### src/rtl/demux_lane_arbiter_if.sv
// demux_lane_arbiter_if: four byte sources, demux back-pressure and the registered grant/byte stream
interface demux_lane_arbiter_if #(parameter int DATA_W = 8);
  logic [3:0]        req;
  logic [DATA_W-1:0] data_0;
  logic [DATA_W-1:0] data_1;
  logic [DATA_W-1:0] data_2;
  logic [DATA_W-1:0] data_3;
  logic              ready_in;
  logic [3:0]        gnt;
  logic              valid_out;
  logic [DATA_W-1:0] data_out;
  logic [1:0]        active_lane;
  logic              idle;
  modport master (output req, data_0, data_1, data_2, data_3, ready_in,
                  input gnt, valid_out, data_out, active_lane, idle);
  modport slave (input req, data_0, data_1, data_2, data_3, ready_in,
                 output gnt, valid_out, data_out, active_lane, idle);
endinterface

### src/rtl/demux_lane_arbiter.sv
// demux_lane_arbiter: round-robin share of the demux byte input among four sources
// DEMUX_ARB_BURST_HOLD_EN: hold a grant for up to MAX_BURST accepted bytes
module demux_lane_arbiter #(
  parameter int DATA_W    = 8,
  parameter int MAX_BURST = 4
) (
  input logic                  clk,
  input logic                  reset_L,
  demux_lane_arbiter_if.slave  bus
);
`ifdef DEMUX_ARB_BURST_HOLD_EN
  localparam bit HOLD = 1'b1;
`else
  localparam bit HOLD = 1'b0;
`endif
  localparam logic [3:0] LAST = 4'(MAX_BURST - 1);
  typedef enum logic {IDLE, GRANT} state_t;
  state_t            state, state_d;
  logic [1:0]        ptr, ptr_d, win, lane_d;
  logic [3:0]        cnt, cnt_d, gnt_d;
  logic              valid_d, acc, rel;
  logic [DATA_W-1:0] din, data_d;
  always_comb begin
    win = ptr;
    for (int k = 3; k >= 0; k--)
      if (bus.req[ptr + 2'(k)]) win = ptr + 2'(k);
  end
  assign din = bus.active_lane == 2'd0 ? bus.data_0 :
               bus.active_lane == 2'd1 ? bus.data_1 :
               bus.active_lane == 2'd2 ? bus.data_2 : bus.data_3;
  assign acc = state == GRANT && bus.req[bus.active_lane] && bus.ready_in;
  // without burst hold every acceptance ends the grant
  assign rel = state == GRANT && (!bus.req[bus.active_lane] || (acc && (!HOLD || cnt == LAST)));
  assign bus.idle = state == IDLE;
  always_ff @(posedge clk or negedge reset_L) begin
    if (!reset_L) begin
      state           <= IDLE;
      ptr             <= 2'd0;
      cnt             <= 4'd0;
      bus.gnt         <= 4'd0;
      bus.valid_out   <= 1'b0;
      bus.data_out    <= '0;
      bus.active_lane <= 2'd0;
    end else begin
      state           <= state_d;
      ptr             <= ptr_d;
      cnt             <= cnt_d;
      bus.gnt         <= gnt_d;
      bus.valid_out   <= valid_d;
      bus.data_out    <= data_d;
      bus.active_lane <= lane_d;
    end
  end
  always_comb begin
    state_d = state == IDLE ? (|bus.req ? GRANT : IDLE) : (rel ? IDLE : GRANT);
  end
  always_comb begin
    gnt_d   = state == IDLE ? (|bus.req ? 4'd1 << win : 4'd0) : (rel ? 4'd0 : bus.gnt);
    lane_d  = state == IDLE && |bus.req ? win : bus.active_lane;
    cnt_d   = state == IDLE ? 4'd0 : (acc ? cnt + 4'd1 : cnt);
    ptr_d   = rel ? bus.active_lane + 2'd1 : ptr;
    // a presented byte is consumed whenever ready_in is high
    valid_d = acc ? 1'b1 : (bus.ready_in ? 1'b0 : bus.valid_out);
    data_d  = acc ? din : bus.data_out;
  end
endmodule

### src/flat_wrapper.sv
// flat-port wrapper written by rule: the top's interface ports become plain ports
module demux_lane_arbiter_flat 
#(
  parameter int DATA_W    = 8,
  parameter int MAX_BURST = 4
)
  (clk, reset_L, bus_req, bus_data_0, bus_data_1, bus_data_2, bus_data_3, bus_ready_in, bus_gnt, bus_valid_out, bus_data_out, bus_active_lane, bus_idle);
  demux_lane_arbiter_if #(.DATA_W(DATA_W)) bus_i ();
  input logic clk;
  input logic reset_L;
  input wire logic [$bits(bus_i.req)-1:0] bus_req;
  input wire logic [$bits(bus_i.data_0)-1:0] bus_data_0;
  input wire logic [$bits(bus_i.data_1)-1:0] bus_data_1;
  input wire logic [$bits(bus_i.data_2)-1:0] bus_data_2;
  input wire logic [$bits(bus_i.data_3)-1:0] bus_data_3;
  input wire logic [$bits(bus_i.ready_in)-1:0] bus_ready_in;
  output wire logic [$bits(bus_i.gnt)-1:0] bus_gnt;
  output wire logic [$bits(bus_i.valid_out)-1:0] bus_valid_out;
  output wire logic [$bits(bus_i.data_out)-1:0] bus_data_out;
  output wire logic [$bits(bus_i.active_lane)-1:0] bus_active_lane;
  output wire logic [$bits(bus_i.idle)-1:0] bus_idle;
  assign bus_i.req = bus_req;
  assign bus_i.data_0 = bus_data_0;
  assign bus_i.data_1 = bus_data_1;
  assign bus_i.data_2 = bus_data_2;
  assign bus_i.data_3 = bus_data_3;
  assign bus_i.ready_in = bus_ready_in;
  assign bus_gnt = bus_i.gnt;
  assign bus_valid_out = bus_i.valid_out;
  assign bus_data_out = bus_i.data_out;
  assign bus_active_lane = bus_i.active_lane;
  assign bus_idle = bus_i.idle;
  demux_lane_arbiter #(.DATA_W(DATA_W), .MAX_BURST(MAX_BURST)) u_core (.clk(clk), .reset_L(reset_L), .bus(bus_i));
endmodule
### config.mk
export PLATFORM = sky130hd
export DESIGN_NAME = demux_lane_arbiter_flat
export DESIGN_NICKNAME = d
export VERILOG_FILES = /design/src/rtl/demux_lane_arbiter_if.sv /design/src/rtl/demux_lane_arbiter.sv /design/src/flat_wrapper.sv
export SDC_FILE = /design/constraint.sdc
export NUM_CORES = 1
export LEC_CHECK = 0
export CAP_MARGIN = 20
export CORE_ASPECT_RATIO = 1.1
export CORE_MARGIN = 3
export CORE_UTILIZATION = 36
export CTS_CLUSTER_DIAMETER = 40
export DETAILED_ROUTE_END_ITERATION = 8
export GPL_TIMING_DRIVEN = 0
export PLACE_DENSITY = 0.87
export SLEW_MARGIN = 20
export SYNTH_ARGS = -nofsm -noshare
export SYNTH_HDL_FRONTEND = slang
export SYNTH_SLANG_ARGS = --single-unit
### constraint.sdc
create_clock -name clk -period 1.7 [get_ports clk]
set_input_delay 0.34 -clock clk [delete_from_list [all_inputs] [get_ports clk]]
set_output_delay 0.34 -clock clk [all_outputs]
set_load 0.01 [all_outputs]
== Word-level counts from Yosys, hierarchy flattened ==
Cells that the tools add are included.
Cells by class
  equality and inequality tests: 3
  multiplexer cells: 25
  reduce and logical (&&, ||, !) cells: 9
  $add $sub $neg: 4
  bitwise logic cells: 1
  $lt $le $gt $ge: 5
  shifts and indexed selects: 1
Operators with widths (count)
  $mux W8: 3
  $lt A2 B3 Y1 const B: 5
  $mux W4: 3
  $bmux W1 S2: 5
  $mux W1: 10
  $mux W2: 4
  $add A2 B1 Y2 const B: 2
  $add A2 B2 Y2 const B: 2
  $logic_and A1 B1 Y1: 4
  $reduce_or A4 Y1: 1
  $shl A1 B2 Y4 const A: 1
  $eq A2 B1 Y1 const B: 1
  $eq A2 B2 Y1 const B: 1
  $logic_not A2 Y1: 1
  $ne A2 B2 Y1 const B: 1
  $reduce_bool A2 Y1: 1
  $logic_not A1 Y1: 1
  $logic_or A1 B1 Y1: 1
  $not A1 Y1: 1
Word-level totals
  word-level logic and storage cells: 54
  flip-flop bits (word level): 18
  input port bits: 39

== Logic depth before layout (Yosys ltp) ==
Gate-level depths: netlist of run 1.
  depth after elaboration: 10
  gate-level depth with buffers: 7
  mapped depth without buffers: 6

== Least setup slack after synthesis of run 1 ==
OpenSTA, ideal clock, no wires.
  path kind: reg2reg
  start point: reg u_core.bus.active_lane[1]
  end point: reg u_core.ptr[1]
  slack: 53 ps
  arrival: 1519 ps
  setup time: 128 ps
  data required time: 1572 ps
  stages on the path, launching flop included: 4
  clock period less this slack: 1647 ps
  cell sequence: dfrtp_1 mux4_2 a21oi_4 mux2_1
On the way
  word-level cells in the longest chain between the ends: 6
  elaborated cells between the ends (all ways): 8
RTL lines
  start, declared: line demux_lane_arbiter_if.sv:17  | output gnt, valid_out, data_out, active_lane, idle);
  start signal, assigned: line demux_lane_arbiter.sv:51  | bus.active_lane <= lane_d;
  $bmux W1 S2: line demux_lane_arbiter.sv:31, demux_lane_arbiter.sv:33
  $mux W1 (not written as such): line demux_lane_arbiter.sv:31, demux_lane_arbiter.sv:33
  $logic_and A1 B1 Y1 (2 in series): line demux_lane_arbiter.sv:31  | assign acc = state == GRANT && bus.req[bus.active_lane] && bus.ready_in;
  $logic_or A1 B1 Y1: line demux_lane_arbiter.sv:33  | assign rel = state == GRANT && (!bus.req[bus.active_lane] || (acc && (!HOLD || cnt == LAST)));
  $logic_and A1 B1 Y1: line demux_lane_arbiter.sv:33
  end signal, assigned: line demux_lane_arbiter.sv:46  | ptr <= ptr_d;
  end, declared: line demux_lane_arbiter.sv:19  | logic [1:0] ptr, ptr_d, win, lane_d;
Parallel ways exist; a longest one is shown, timed or not. The select of a mux whose other input is x is not followed.
A chain may end at the register's enable or synchronous reset.

== Worst setup path in the final report of run 1 ==
Same ends and word-level chain as after synthesis.

==> out/qor.csv, run 1 <==
metric;value;unit
yosys_warnings;0;
gr-usage-all-layers;16.8;%
ios;55;
core_area;2850;um2
start_util;39.0;%
grt_pass1_vias;1168;
worst_pin_slew;0.797;ns
postSynthAreaPerCell;9.51;um2
fin_util;61.1;%
hpwl;2470;um
final_common_cell;clkdlybuf4s50_1;
reg2reg_from;u_core.bus.active_lane[1];
cts.clk_slew.worst_paths;0.11;ns
cp.arrival;1.80;ns
cap_violations;0;
first_iter_violations;47;
drt_wl_total;3070;um
reg2reg_setup_slack;0.08;ns
reg2reg_to;u_core.ptr[1];
syn_inst;117;
yosys_register_bits;18;
fill_cells;271;
row_count;20;
instances_no_fill;208;
drc_errors;0;
p_per_area;1470;nW/um2
relSlewSlack;46.7;%
crit_path_end_kind;register;
min_path_type;primary input to async pin;
setup_viol;0;
cts_root_buffer;clkbuf_4;
die_area;3790;um2
finalClockSkew;0.00490;ns
antenna_left;0;
gr-total-overflow;0;
area_delta_synth_final;56.7;%
post-route-min-period;1.62;ns
cts_made_buffers;3;
timing.fmax;0.618;GHz
period_share;95.1;%
final_cell_mix;49 x clkdlybuf4s50_1, 19 x o21ai_0, 18 x nand2_1;
clock-sinks;18;
yosysSeqAreaShare;40.5;%
die_h;64.3;um
via_count;1083;
gp_congestion;0.880;
required;1.88;ns
dp.cells;204;
h-tree-depth;1;
outcome;complete, no violations;
ff2ff_path_depth;3;
wl_per_cell;14.7;um
antenna_cells;0;
via_per_inst;5.21;
synth_cell_types;29;
clk_latency;0.29;ns
cts.path.max_buffers;2;
worstSetupPathType;register to register;
ir_worst_vdd;1.17;mV
critPathMaxFanout;5;
io_buffers;54;
cts_tree;done;
syn-num-nets;159;
grt_pass1_wl;4930;um
finalNetCount;218;
cts_hold_buffers;0;
drive_gt1_share;9.14;%
drtPass1Iterations;4;
die_x;59;um
antenna_found_initial;0;
timing.final.max_slew_violations;0;
p_leak;0.000750;uW
power;2560;uW
synth_area;1110;um2
grt_max_degree;19;
worst_setup_path_start_kind;register;
hold_viol;0;
==> power breakdown <==
part	internal [uW]	switching, uW
registers	627	161
clock network	130	135
logic	810	695
total	1570	990
==> cell type report <==
cell class              instances  area (um2)  share of cell area, %
flip-flops and latches         18         453                   26.0
well taps                      33        41.3                   2.37
inverters                       6        22.5                   1.29
plain buffers                   2        22.5                   1.29
repair buffers                 56         549                   31.5
clock buffers                   4        36.3                   2.08
multi-input cells              89         618                   35.5
==> synth_stat cells <==
cell type / count / area share, %
o21ai_0: 19 / 8.5
dfrtp_1: 18 / 40
nand2_1: 18 / 6.1
mux2i_1: 16 / 14
a21oi_1: 6 / 2.7
inv_1: 6 / 2.0
nor2_1: 4 / 1.3
ha_1: 3 / 3.4
a21o_1: 2 / 1.3
a22o_1: 2 / 1.6
nand2b_1: 2 / 1.1
o22a_1: 2 / 1.6
o2bb2ai_1: 2 / 1.6
or2b_1: 2 / 1.3
a21boi_0: 1 / 0.68
a21oi_4: 1 / 1.5
buf_1: 1 / 0.34
buf_2: 1 / 0.45
buf_6: 1 / 1.0
clkbuf_1: 1 / 0.34
mux2_1: 1 / 1.0
mux4_2: 1 / 2.0
nand3_2: 1 / 0.90
nor3b_1: 1 / 0.68
nor4_2: 1 / 1.1
o21bai_1: 1 / 0.68
o22ai_1: 1 / 0.56
o31ai_1: 1 / 0.68
or2_2: 1 / 0.56
==> per-layer routing <==
metal / GRT usage (%) / vias up / routed length (um) / part of all wire [%]
met4: 4.82 / 0 / 57 / 1.9
met1: 18.3 / 496 / 1160 / 38
met5: 0 / - / 0 / 0
li1: - / 532 / - / -
met2: 30.9 / 49 / 1630 / 53
met3: 4.44 / 6 / 227 / 7.4
==> flip-flops by register name (all words and copies together), names as in the netlist <==
name and cells:
u_core.bus.data_out 8, u_core.bus.gnt 4, u_core.bus.active_lane 2, u_core.ptr 2, u_core.bus.valid_out 1, u_core.state 1
==> how the worst max path moves through the flow <==
stage                                  end  cells after the start                      start
floorplan                    u_core.ptr[1]                      3  u_core.bus.active_lane[1]
global placement             u_core.ptr[1]                      4                 bus_req[0]
detailed placement           u_core.ptr[1]                      4                 bus_req[3]
CTS                          u_core.ptr[1]                      3  u_core.bus.active_lane[1]
global route        u_core.bus.data_out[5]                      7  u_core.bus.active_lane[0]
finish                       u_core.ptr[1]                      3  u_core.bus.active_lane[1]
==> critical path: stages, from the launching register on <==
cell and delay, ns:
dfrtp_2 0.42, mux4_2 0.58, a21oi_4 0.17, mux2_1 0.33
==> per-stage QoR <==
step           instance area, um2  setup slack [ns]  hold slack [ns]  TNS, ns
3_5_place_dp                 1690            -0.402            0.482    -4.73
4_1_cts                      1720           0.00303            0.506        0
2_1_floorplan                1110            0.0533           0.0444        0
3_3_place_gp                 1690            -0.358            0.465    -3.72
6_report                     1740            0.0829            0.498        0
5_1_grt                      1740           -0.0125            0.539  -0.0131
==> cell families (layout without fill, tap and decap cells) <==
logic type	Yosys count	after routing	synth area share (%)
AO/OA/AOI/OAI	38	38	21.4
adder cells (fa/ha/maj)	3	3	3.37
buffers and inverters	10	68	4.16
flip-flops	18	18	40.5
multiplexers	18	18	17.4
AND/OR/NAND/NOR	30	30	13.2
==> what timing repair did <==
| action | 4_1_cts | 5_1_grt |
|---|---|---|
| setup buffers | 0 | 2 |
| pin swaps | 0 | 1 |
| resized for setup | 5 | 6 |
| endpoints found under the setup margin | 5 | 13 |
| hold endpoints to repair | 0 | 0 |
No activity file was read; power rests on OpenSTA's default activity.
==> run 2: changes to the inputs <==
--- a/config.mk
+++ b/config.mk
@@ -6,13 +6,15 @@
 export NUM_CORES = 1
 export LEC_CHECK = 0
 export CAP_MARGIN = 20
+export CELL_PAD_IN_SITES_DETAIL_PLACEMENT = 2
+export CELL_PAD_IN_SITES_GLOBAL_PLACEMENT = 2
 export CORE_ASPECT_RATIO = 1.1
-export CORE_MARGIN = 3
-export CORE_UTILIZATION = 36
+export CORE_MARGIN = 4
+export CORE_UTILIZATION = 20
 export CTS_CLUSTER_DIAMETER = 40
 export DETAILED_ROUTE_END_ITERATION = 8
 export GPL_TIMING_DRIVEN = 0
-export PLACE_DENSITY = 0.87
+export PLACE_DENSITY = 0.86
 export SLEW_MARGIN = 20
 export SYNTH_ARGS = -nofsm -noshare
 export SYNTH_HDL_FRONTEND = slang
==> out/qor.csv, run 2 (synthesis results as in run 1) <==
metric;value;unit
outcome;complete, no violations;
gr-usage-all-layers;10.8;%
drc_errors;0;
io_buffers;54;
dp_slack;-0.416;ns
drtPass1Iterations;2;
via_count;1093;
dpl-instance-area;1750;um2
crit_path_end_kind;register;
drt_wl_total;3440;um
p_leak;0.000752;uW
gp_congestion;0.682;
cts.path.max_buffers;2;
critPathMaxFanout;5;
grt_pass1_vias;1232;
hold_viol;0;
fin_ws;0.0622;ns
top_register;u_core.bus.data_out;
timing.fmax;0.611;GHz
min_path_type;register to register;
rsz0062_at_grt;no;
hpwl;2910;um
antenna_left;0;
final_cell_mix;49 x clkdlybuf4s50_1, 19 x o21ai_0, 18 x nand2_1;
cap_violations;0;
cts_hold_buffers;0;
row_count;28;
relSlewSlack;42.0;%
dr_wl_met3;378;um
h-tree-depth;1;
grt_pass1_wl;5830;um
start_util;20.6;%
cts_tree;done;
grt_max_degree;19;
setup_viol;0;
post-route-min-period;1.64;ns
antenna_cells;0;
finalNetCount;217;
finalClockSkew;0.00189;ns
largest_reg_flops;8;
die_x;79.1;um
worstSetupPathType;register to register;
area_delta_synth_final;62.4;%
final_common_cell;clkdlybuf4s50_1;
cts.clk_slew.worst_paths;0.07;ns
period_share;96.3;%
fin_util;33.5;%
final.setup.tns;0;ns
routed.top_layer;met4;
final_area;1810;um2
first_iter_violations;11;
ff2ff_path_depth;3;
via_per_inst;4.39;
cp.arrival;1.77;ns
antenna_found_initial;0;
ios;55;
min_path_cells;2;
worst_pin_slew;0.868;ns
met1Wirelength;1280;um
power;2650;uW
worst_setup_path_start_kind;register;
gr-total-overflow;0;
fill_cells;628;
cts_root_buffer;clkbuf_8;
timing.final.max_slew_violations;0;
reg_top3;u_core.bus.data_out: 8 flops, u_core.bus.gnt: 4 flops;
p_per_area;1470;nW/um2
ir_worst_vdd;0.390;mV
clk_latency;0.25;ns
required;1.84;ns
drive_gt1_share;9.20;%
die_h;86.2;um
wl_per_cell;13.8;um
dr_wl_met2;1760;um
clock-sinks;18;
core_area;5400;um2
die_area;6820;um2
cts_made_buffers;3;
run 2: changes by cell type in the layout (fill, tap and decap cells not counted):
cell and change:
inv_1 -1, inv_2 +1, clkbuf_4 -3, buf_4 -1
clkbuf_8 +3
run 2: repair_timing:
action,4_1_cts,5_1_grt
setup endpoints to repair,13,9
endpoints found under the hold margin,0,0
buffers inserted,0,1
resized for setup,8,4
run 2: critical path, stage by stage, from the launching register on:
cell and delay, ns:
dfrtp_2 0.42, mux4_2 0.58, a21oi_4 0.20, mux2_1 0.33
run 2: layer usage:
metal  vias up  global-route usage, %
li1        525                      -
met1       524                   11.5
met2        42                   19.4
met3         2                   4.68
met4         0                   2.81
met5         -                      0
run 2: report_power, final:
| part | switching, uW | internal [uW] |
|---|---|---|
| combinational | 702 | 798 |
| clock | 141 | 206 |
| sequential | 174 | 628 |
run 2: path summary, 6_finish.rpt:
kind / start / endpoint / slack [ns]
min reg2reg: u_core.bus.data_out[0] / u_core.bus.data_out[0] / 0.48
max: u_core.bus.active_lane[1] / u_core.ptr[1] / 0.06
min: u_core.bus.data_out[0] / u_core.bus.data_out[0] / 0.48
max in group asynchronous: reset_L / u_core.bus.active_lane[1] / 0.52
max reg2reg: u_core.bus.active_lane[1] / u_core.ptr[1] / 0.06
min in group asynchronous: reset_L / u_core.bus.valid_out / 0.58
run 2: final cells by class:
cell class	count	area, um2	area share, %
inverters	6	22.5	1.25
plain buffers	2	22.5	1.25
clock buffers	4	55.1	3.05
repair buffers	55	542	30.0
multi-input cells	89	618	34.2
well taps	75	93.8	5.19
flip-flops and latches	18	453	25.1
run 2: metrics by stage:
stage | cells | hold WS (ns)
floorplan | 117 | 0.0444
detailed placement | 246 | 0.473
global placement | 246 | 0.460
CTS | 250 | 0.490
global route | 249 | 0.522
finish | 249 | 0.480
==> edit: new RTL, flow settings as in run 1 <==
Change the localparam `HOLD` from 1'b0 to 1'b1.
--- a/src/rtl/demux_lane_arbiter.sv
+++ b/src/rtl/demux_lane_arbiter.sv
@@ -11,7 +11,7 @@
 `ifdef DEMUX_ARB_BURST_HOLD_EN
   localparam bit HOLD = 1'b1;
 `else
-  localparam bit HOLD = 1'b0;
+  localparam bit HOLD = 1'b1;
 `endif
   localparam logic [3:0] LAST = 4'(MAX_BURST - 1);
   typedef enum logic {IDLE, GRANT} state_t;
Behaviour: not the same (Yosys sat finds a counterexample within 4 cycles, from zero or initial values and one cycle with reset_L low).
==> edit against run 1 <==
Synthesized cell count up 16%. Power up 12%. Sequential cell count up 4. Cell area up 14%. Wire length down 2.5%. First-iteration DRC count down 57%. Sequential power up 15%. Synthesized area up 16%. Sequential share of layout area up 1.9 points. Worst setup slack worse by 48 ps. Fmax down 2.9%.
==> edit: results (changes against run 1) <==
Run status
  • Outcome: finished, final reports clean

Final layout
  • Fillers: 317 (+17%)
  • Post-Layout Cell Count: 246 (+18%)
  • Final net count: 242 (+11%)
  • Ratio of cells with drive above 1 in the final layout: 10.6% (+1.5 points)
  • Biggest regs: u_core.bus.data_out (8), u_core.bus.gnt (4), u_core.cnt (4)
  • Ant diodes: 0 (unchanged)

Logic synthesis
  • Predominant post-synthesis flop cell: dfrtp_1
  • Warning count from the yosys run: 0 (unchanged)
  • Register area share after synthesis: 42.6% (+2.1 points)
  • Number of distinct library cells after synthesis: 34 (+17%)
  • Synth area leaders: dfrtp_1 (43%), mux2i_1 (12%), o21ai_0 (9.3%), nand2_1 (6.7%), ha_1 (3.9%)
  • Post-synthesis net count: 179 (+13%)
  • Most frequent cells after synthesis: o21ai_0 (24), nand2_1 (23), dfrtp_1 (22)
  • Ys async rst share: 100% (unchanged)
  • Average cell area after synthesis: 9.49 um2 (-0.13%)

Worst setup path
  • CP arrival: 1870 ps (+70 ps)
  • Reg2reg end: u_core.ptr[1]
  • R2R setup slack: 30 ps (-50 ps)
  • Crit-path max FO: 5 (unchanged)
  • Reg2reg path depth: 3 (unchanged)
  • CP Capture Type: flip-flop
  • Timing startpoint of the critical path: u_core.bus.active_lane[0]

Clock network
  • H-tree levels: 1 (unchanged)
  • Num CTS Buffers: 3 (unchanged)
  • CTS Buffer Depth: 2 (unchanged)
  • Skew-Pair Late Insertion Delay: 310 ps (+20 ps)
  • Clock transition at path regs: 120 ps
  • CTS root buffer: clkbuf_4

Placed design
  • PortBufs: 54 (unchanged)
  • RePlAce Congestion: 0.758 (-14%)
  • Worst slack, placed: -469 ps (-66.3 ps)
  • HPWL after DPL: 2370 um (-3.7%)

Detailed routing
  • DRT Pass-1 Iters: 4 (unchanged)
  • Via count: 1214 (+12%)
  • Post-Route WL: 2990 um (-2.5%)
  • 1st-iter DRT viols: 20 (-57%)

Timing
  • Max Clock Skew: 5.54 ps (+0.637 ps)
  • Slew HR: 37.0% (-9.7 points)
  • Final hold slack: 474 ps (-24.3 ps)

Power and ir drop
  • IR Drop Worst-Case VDD: 0.000759 V (-35%)
  • Leak pwr: 0.878 nW (+17%)

Global route
  • Largest net degree at the start of global routing: 23 (+4)
  • Total GRT Usage: 14.7% (-2.1 points)
  • Initial antenna violation count: 0 (unchanged)
  • First-pass GRT wire length: 5060 um (+2.7%)

Worst hold path
  • Hold Path End: u_core.bus.valid_out
  • Hold path depth: 2
  • Hold crit path type: in -> reg
  • Worst hold start: bus_ready_in
[edit: cell count changes after synthesis, sizes merged, moves of 3 or more]
cell   delta
xor2      +3
o21ai     +6
nand3     +4
nor2b     +3
nand2     +5
a21oi     -4
dfrtp     +4
[edit: repair_timing]
| item | in CTS | in global routing |
|---|---|---|
| endpoints found under the hold margin | 0 | 0 |
| setup buffers | 2 | 3 |
| pin swaps | 1 | 1 |
| setup endpoints to repair | 3 | 11 |
| resized for setup | 9 | 11 |
[edit: critical path: stages, from the launching register on]
cell     delay, ps
dfrtp_2        440
mux4_2         600
a21oi_4        210
mux2_4         310
[edit: how the worst max path moves through the flow]
stage	endpoint	slack (ps)	depth (start not counted)
3_3_place_gp	u_core.ptr[1]	-460	4
2_1_floorplan	u_core.ptr[1]	30	3
5_1_grt	u_core.ptr[1]	-4	3
3_5_place_dp	u_core.ptr[1]	-470	4
6_report	u_core.ptr[1]	30	3
4_1_cts	u_core.ptr[1]	3	4
[edit: cells by family after synthesis]
| group | count (synthesis) | share of synthesized area, % |
|---|---|---|
| and+or+nand+nor | 43 | 16.3 |
| adders and majority gates | 4 | 3.88 |
| muxes | 18 | 15.0 |
| AOI/OAI and AO/OA | 36 | 16.6 |
| DFF | 22 | 42.6 |
| xor gates and xnor gates | 3 | 2.04 |
| buffers and inverters | 10 | 3.58 |
[edit: layer usage]
layer  GRT usage (%)  vias to the layer above  wire, um
li1                -                      602         -
met5               0                        -         0
met3            4.54                        4       259
met1            16.4                      559      1190
met4            4.96                        0        38
met2            27.0                       49      1500
[edit: per-stage QoR]
stage	utilization, %	setup TNS [ps]	cell area [um2]
after floorplan	-	0	1290
after global placement	55.9	-4920	1890
after detailed placement	55.9	-5210	1890
after CTS	57.5	0	1950
after global routing	58.5	-4.48	1980
final	58.5	0	1980
[edit: final cells by class]
cell class              count  area, um2  area share (%)
plain buffers               4       27.5            1.39
clock buffers               4       36.3            1.83
inverters                   5       18.8           0.948
multi-input cells         104        709            35.8
flip-flops and latches     22        553            27.9
well taps                  48       60.1            3.03
repair buffers             59        576            29.1
[edit: power by group]
group          switching [mW]  internal (mW)
combinational           0.774          0.898
sequential              0.159          0.747
clock                   0.157          0.131
total                    1.09           1.78
